<file path="src/rtl/decode_stage.sv">
// decode_stage: registered RV32I instruction-decode stage (ID/EX register).
//
// Decodes the opcode of a fetched instruction into the execute control
// bundle, extracts the register/funct3 fields and holds the result in an
// output register with valid/ready handshakes. A synchronous flush kills the
// stage contents, and an optional load-use detector inserts a single bubble
// when the instruction being offered reads the destination of a load that is
// leaving the stage this cycle.
//
// Parameters:
//   XLEN       PC width
//   HAZARD_EN  1 enables load-use bubble insertion, 0 ties the hazard term low
//   CNT_W      width of the saturating bubble counter
//
// Ports:
//   clk, rst                 clock, asynchronous active-high reset
//   flush                    synchronous kill of the stage contents
//   in_valid / in_ready      fetch-side handshake
//   in_instr, in_pc          instruction word and its PC
//   out_valid / out_ready    execute-side handshake
//   out_pc                   registered PC
//   out_rd/rs1/rs2/funct3    registered instruction fields
//   reg_write, branch, op_b, store, mem_to_reg, imm_sel, op_a, next_pc, alu,
//   alu_sel                  registered control bundle
//   illegal                  registered "opcode not recognised" flag
//   stall_cnt                saturating count of inserted load-use bubbles
module decode_stage #(
  parameter int unsigned XLEN      = 32,
  parameter bit          HAZARD_EN = 1'b1,
  parameter int unsigned CNT_W     = 16
) (
  input  logic             clk,
  input  logic             rst,
  input  logic             flush,
  input  logic             in_valid,
  output logic             in_ready,
  input  logic [31:0]      in_instr,
  input  logic [XLEN-1:0]  in_pc,
  output logic             out_valid,
  input  logic             out_ready,
  output logic [XLEN-1:0]  out_pc,
  output logic [4:0]       out_rd,
  output logic [4:0]       out_rs1,
  output logic [4:0]       out_rs2,
  output logic [2:0]       out_funct3,
  output logic             reg_write,
  output logic             branch,
  output logic             op_b,
  output logic             store,
  output logic             mem_to_reg,
  output logic [1:0]       imm_sel,
  output logic [1:0]       op_a,
  output logic [1:0]       next_pc,
  output logic [2:0]       alu,
  output logic [3:0]       alu_sel,
  output logic             illegal,
  output logic [CNT_W-1:0] stall_cnt
);

  localparam int unsigned REG_W = 5;

  // Opcode classes
  localparam logic [6:0] OP_R   = 7'b0110011;
  localparam logic [6:0] OP_I   = 7'b0010011;
  localparam logic [6:0] OP_L   = 7'b0000011;
  localparam logic [6:0] OP_S   = 7'b0100011;
  localparam logic [6:0] OP_B   = 7'b1100011;
  localparam logic [6:0] OP_JR  = 7'b1100111;
  localparam logic [6:0] OP_J   = 7'b1101111;
  localparam logic [6:0] OP_LUI = 7'b0110111;
  localparam logic [6:0] OP_AUI = 7'b0010111;

  // Control bundle carried through the output register
  typedef struct packed {
    logic       reg_write;
    logic       branch;
    logic       store;
    logic       mem_to_reg;
    logic [1:0] op_a;
    logic       op_b;
    logic [1:0] imm_sel;
    logic [1:0] next_pc;
    logic [2:0] alu;
    logic [3:0] alu_sel;
    logic       illegal;
  } ctrl_t;

  // Instruction fields of the offered instruction
  logic [6:0]       opcode;
  logic [2:0]       funct3;
  logic [REG_W-1:0] rd;
  logic [REG_W-1:0] rs1;
  logic [REG_W-1:0] rs2;

  assign opcode = in_instr[6:0];
  assign rd     = in_instr[11:7];
  assign funct3 = in_instr[14:12];
  assign rs1    = in_instr[19:15];
  assign rs2    = in_instr[24:20];

  // Immediate bits are consumed in execute, not here
  logic unused_imm_bits;
  assign unused_imm_bits = ^{in_instr[31], in_instr[29:25]};

  // Decoded bundle and source-usage flags
  ctrl_t dec;
  logic  uses_rs1;
  logic  uses_rs2;

  // Opcode decode
  always_comb begin
    dec      = '0;
    uses_rs1 = 1'b0;
    uses_rs2 = 1'b0;
    case (opcode)
      OP_R: begin
        dec.reg_write = 1'b1;
        dec.op_b      = 1'b1;
        dec.imm_sel   = 2'b11;
        dec.alu       = 3'b000;
        dec.alu_sel   = {in_instr[30], funct3};
        uses_rs1      = 1'b1;
        uses_rs2      = 1'b1;
      end
      OP_I: begin
        dec.reg_write = 1'b1;
        dec.op_b      = 1'b1;
        dec.imm_sel   = 2'b00;
        dec.alu       = 3'b001;
        // Only the shift-right funct3 uses bit 30 as an arithmetic flag
        dec.alu_sel   = {in_instr[30] & (funct3 == 3'b101), funct3};
        uses_rs1      = 1'b1;
      end
      OP_L: begin
        dec.reg_write  = 1'b1;
        dec.mem_to_reg = 1'b1;
        dec.imm_sel    = 2'b11;
        dec.alu        = 3'b010;
        dec.alu_sel    = 4'b1010;
        uses_rs1       = 1'b1;
      end
      OP_JR: begin
        dec.reg_write = 1'b1;
        dec.op_b      = 1'b1;
        dec.imm_sel   = 2'b11;
        dec.next_pc   = 2'b10;
        dec.alu       = 3'b011;
        dec.alu_sel   = 4'b1111;
        uses_rs1      = 1'b1;
      end
      OP_S: begin
        dec.store   = 1'b1;
        dec.op_b    = 1'b1;
        dec.imm_sel = 2'b01;
        dec.alu     = 3'b100;
        uses_rs1    = 1'b1;
        uses_rs2    = 1'b1;
      end
      OP_B: begin
        dec.branch  = 1'b1;
        dec.imm_sel = 2'b11;
        dec.next_pc = 2'b11;
        dec.alu     = 3'b000;
        uses_rs1    = 1'b1;
        uses_rs2    = 1'b1;
      end
      OP_AUI: begin
        dec.reg_write = 1'b1;
        dec.op_a      = 2'b10;
        dec.op_b      = 1'b1;
        dec.imm_sel   = 2'b10;
        dec.alu       = 3'b101;
      end
      OP_LUI: begin
        dec.reg_write = 1'b1;
        dec.op_a      = 2'b11;
        dec.op_b      = 1'b1;
        dec.imm_sel   = 2'b10;
        dec.alu       = 3'b110;
      end
      OP_J: begin
        dec.reg_write = 1'b1;
        dec.op_a      = 2'b10;
        dec.imm_sel   = 2'b11;
        dec.next_pc   = 2'b01;
        dec.alu       = 3'b111;
        dec.alu_sel   = 4'b1111;
      end
      default: dec.illegal = 1'b1;
    endcase
  end

  // Output register state
  logic             valid_q;
  logic [XLEN-1:0]  pc_q;
  logic [REG_W-1:0] rd_q;
  logic [REG_W-1:0] rs1_q;
  logic [REG_W-1:0] rs2_q;
  logic [2:0]       funct3_q;
  ctrl_t            ctrl_q;
  logic [CNT_W-1:0] stall_q;

  // Load-use: a load leaving now cannot forward to an instruction entering now
  logic rs_match;
  logic load_use;
  logic hazard;
  logic accept;

  assign rs_match = (uses_rs1 & (rs1 == rd_q)) | (uses_rs2 & (rs2 == rd_q));
  assign load_use = valid_q & out_ready & ctrl_q.mem_to_reg & (rd_q != REG_W'(0))
                  & in_valid & rs_match;
  assign hazard   = HAZARD_EN & load_use;
  assign in_ready = flush | ((~valid_q | out_ready) & ~hazard);
  assign accept   = in_valid & in_ready;

  // ID/EX register; flush beats hazard beats load beats drain
  always_ff @(posedge clk or posedge rst) begin
    if (rst) begin
      valid_q  <= 1'b0;
      pc_q     <= '0;
      rd_q     <= '0;
      rs1_q    <= '0;
      rs2_q    <= '0;
      funct3_q <= '0;
      ctrl_q   <= '0;
      stall_q  <= '0;
    end else if (flush) begin
      valid_q <= 1'b0;
    end else if (hazard) begin
      valid_q <= 1'b0;
      if (stall_q != {CNT_W{1'b1}}) begin
        stall_q <= stall_q + CNT_W'(1);
      end
    end else if (accept) begin
      valid_q  <= 1'b1;
      pc_q     <= in_pc;
      rd_q     <= rd;
      rs1_q    <= rs1;
      rs2_q    <= rs2;
      funct3_q <= funct3;
      ctrl_q   <= dec;
    end else if (out_ready) begin
      valid_q <= 1'b0;
    end
  end

  // Output mapping
  assign out_valid  = valid_q;
  assign out_pc     = pc_q;
  assign out_rd     = rd_q;
  assign out_rs1    = rs1_q;
  assign out_rs2    = rs2_q;
  assign out_funct3 = funct3_q;
  assign reg_write  = ctrl_q.reg_write;
  assign branch     = ctrl_q.branch;
  assign op_b       = ctrl_q.op_b;
  assign store      = ctrl_q.store;
  assign mem_to_reg = ctrl_q.mem_to_reg;
  assign imm_sel    = ctrl_q.imm_sel;
  assign op_a       = ctrl_q.op_a;
  assign next_pc    = ctrl_q.next_pc;
  assign alu        = ctrl_q.alu;
  assign alu_sel    = ctrl_q.alu_sel;
  assign illegal    = ctrl_q.illegal;
  assign stall_cnt  = stall_q;

endmodule
</file>
<file path="config.mk">
export PLATFORM = sky130hd
export DESIGN_NAME = decode_stage
export DESIGN_NICKNAME = d
export VERILOG_FILES = /design/src/rtl/decode_stage.sv
export SDC_FILE = /design/constraint.sdc
export NUM_CORES = 1
export LEC_CHECK = 0
export BUFFER_PORTS_ARGS = -buffer_cell sky130_fd_sc_hd__buf_4
export CAP_MARGIN = 0
export CORE_ASPECT_RATIO = 0.7
export CORE_MARGIN = 8
export CORE_UTILIZATION = 44
export DETAILED_ROUTE_END_ITERATION = 10
export GPL_TIMING_DRIVEN = 0
export PLACE_DENSITY = 0.82
export SETUP_SLACK_MARGIN = 0.2
export SLEW_MARGIN = 0
export SYNTH_ARGS = -nofsm -noshare
export SYNTH_HDL_FRONTEND = slang
export SYNTH_SLANG_ARGS = --single-unit
</file>
<file path="constraint.sdc">
create_clock -name clk -period 2.3 [get_ports clk]
set_clock_uncertainty 0.05 [all_clocks]
set_input_delay 0 -clock clk [delete_from_list [all_inputs] [get_ports clk]]
set_output_delay 0 -clock clk [all_outputs]
set_load 0.01 [all_outputs]
</file>
==> metrics.txt <==
global route total overflow=0; RePlAce Congestion=0.896; r2r startpoint=out_rd[1]$_DFFE_PP0P_; Final Hold Fails=0; Wirelength per Cell=18.5 um; die width=130 um; Cell Count, Final, Fillers Out=679; Slew headroom=0.548; number of flops mapped to enable cells by yosys=0; Worst EP arrival=2370 ps; Syn Nets=394; worst hold path type=primary input to flop; setup TNS=0 ps; pin count of the biggest net entering global routing=32; status=complete, no violations; overall power=4.11 mW; Post-Syn Instances=324; H-tree depth=3; Primary FF master, synth=dfrtp_1; die area=12500 sq um; fmax=0.455 GHz; unrepaired setup endpoints after global routing=yes; Worst Setup SP=out_rd[1]$_DFFE_PP0P_; Max rail drop VDD=0.496 mV; r2r endpoint=alu_sel[3]$_DFFE_PP0P_; NumNets Final=622; Post-Place Cells=599; clk slew on worst S/H paths=60 ps; Port Buffers=149; global-route usage over all layers=0.205; worst hold slack=47.8 ps; clock root cell=clkbuf_16; PwrDens=636 nW/um^2; worst-skew pair later-pin latency=340 ps; startpoint types=flop; worst-margin pin slew=676 ps; Setup CP Type=flop to flop; CTS Sinks=86; r2r setup slk=100 ps; max reg flops=32; required time worst endpoint=2470 ps; chip height=96.1 um; first-pass GRT wire length=19800 um; Worst Hold Path EP=out_valid$_DFFE_PP0P_; Synthesis Warnings=0; Leak=3.17 nW; drc violations=0; crit path max fanout=8; Max-Cap Viols=0; sequential-to-total area share from yosys stat=0.533; min-delay src=out_ready; TritonCTS buffer count=9; fin. max-slew vios=0; row cnt=29; antenna violations before repair=0; routed vias/inst=5.14; CP Capture Type=flop; DR iter-0 viols=183; CTS tree=yes; Tmin final=2200 ps; fin worst setup slack=104 ps; DP HPWL=8660 um; Netlist Area Pre-Place=4030 sq um; CORE AREA=9000 sq um; reg2reg path depth=8; 1st-pass router iterations=6; Max clock buf depth=2; dpl ws=14.4 ps; Starting Density=0.448; asr flop ratio synth=1.00; Area Overhead vs Synth=60.1%; setup violators final=0; antenna cells=0; DRT Wirelength=12600 um; Tcrit/Tclk final=0.955; share of cells above drive strength 1=0.486; hold path cells=4; vias in the first global route=3882; via count=3493; io pins=156; final antenna-violating net count=0; Synth Area per Inst=12.5 sq um; Yosys reg bits=86; Netlist cell types=46
-- where the power goes --
part           switching, mW  total, mW  internal, mW
registers              0.114       1.79          1.68
logic                  0.418      0.999         0.580
clock network          0.570       1.31         0.744
-- kinds of logic (layout without fill, tap and decap cells) --
| group | after synthesis | after routing | synth area share |
|---|---|---|---|
| compound gates | 28 | 28 | 0.0512 |
| xor+xnor | 24 | 24 | 0.0521 |
| fa+ha+maj | 1 | 1 | 0.00310 |
| buf+inv | 19 | 250 | 0.0354 |
| flops | 86 | 86 | 0.533 |
| mux | 64 | 64 | 0.181 |
| simple gates | 102 | 102 | 0.144 |
-- cells in the final DEF, fill, tap and decap left out, types with 3 or more instances in the layout --
| cell | n |
|---|---|
| clkbuf_1 | 4 |
| nor2_1 | 21 |
| nor4_1 | 5 |
| a21o_1 | 6 |
| mux2_2 | 44 |
| inv_1 | 5 |
| nor3_1 | 13 |
| nor3_4 | 3 |
| buf_4 | 157 |
| clkinvlp_4 | 3 |
| o21ai_0 | 3 |
| dlygate4sd3_1 | 55 |
| xor2_1 | 18 |
| or3_1 | 4 |
| nand3_1 | 8 |
| xor2_2 | 3 |
| clkbuf_16 | 9 |
| buf_6 | 5 |
| mux2_4 | 18 |
| nand2b_1 | 7 |
| nand4_1 | 6 |
| a21oi_1 | 8 |
| dfrtp_2 | 3 |
| dfrtp_1 | 83 |
| nand2_1 | 18 |
| buf_12 | 5 |
-- how the worst max path moves through the flow --
| stage | end | slack [ps] |
|---|---|---|
| 2_1_floorplan | alu_sel[3]$_DFFE_PP0P_ | 220 |
| 3_3_place_gp | alu_sel[3]$_DFFE_PP0P_ | 70 |
| 3_5_place_dp | out_rs1[4]$_DFFE_PP0P_ | 10 |
| 4_1_cts | alu_sel[3]$_DFFE_PP0P_ | 120 |
| 5_1_grt | alu_sel[3]$_DFFE_PP0P_ | 30 |
| 6_report | alu_sel[3]$_DFFE_PP0P_ | 100 |
-- critical path: stages, from the launching register on --
cell      delay (ps)
dfrtp_2          440
xor2_2           170
nand3b_4         160
nor4_4           400
o21ai_4          130
nand2_8          170
buf_12           140
buf_12           110
mux2_4           290
-- stage by stage --
stage	utilization	instance area, sq um
after floorplan	-	4050
after global placement	0.591	5320
after detailed placement	0.596	5360
after CTS	0.711	6400
after global routing	0.718	6460
final	0.718	6460
-- synthesized netlist by cell type, types with 2 or more instances --
library cell  count  share of area
nand3_1           8         0.0099
clkbuf_1          4         0.0037
buf_4             2         0.0037
and2_1            2         0.0031
nor4_1            7          0.011
nor2_1           21          0.020
nand3b_1          2         0.0037
xnor2_1           3         0.0065
mux2_2           59           0.16
nand2_1          18          0.017
buf_12            2         0.0099
a21oi_1           8         0.0099
a21o_1            6          0.011
inv_1             6         0.0056
xor2_1           21          0.046
nand4_1           6         0.0093
nor2b_1           2         0.0031
o21ai_0           3         0.0037
nor3_1           14          0.017
or3_1             4         0.0062
a31oi_1           2         0.0031
dfrtp_1          86           0.53
mux2_4            3          0.011
buf_6             4          0.011
nand2b_1          7          0.011
nor3_2            4         0.0099
-- routing by layer --
metal | wire [um] | GRT usage | up-vias
met4 | 326 | 0.0866 | 0
met2 | 6260 | 0.351 | 157
met5 | 0 | 0 | -
li1 | - | - | 1591
met1 | 4880 | 0.226 | 1713
met3 | 1080 | 0.0797 | 32
-- layout make-up --
| class | count | area [sq um] |
|---|---|---|
| clock buffer | 10 | 239 |
| multi-input combinational | 219 | 1880 |
| fill | 619 | 2540 |
| clock inverter | 4 | 25.0 |
| buffer | 13 | 131 |
| timing repair buffer | 217 | 1840 |
| sequential | 86 | 2160 |
| inverter | 6 | 26.3 |
| tap | 124 | 155 |
-- what timing repair did --
action | CTS | global route
pin swaps | 8 | 2
endpoints found under the hold margin | 80 | 0
setup endpoints to repair | 73 | 85
setup buffers | 7 | 1
gates resized for setup | 22 | 13
cloned | 3 | 0
hold buffers | 55 | 0
No activity file was read; power rests on OpenSTA's default activity.
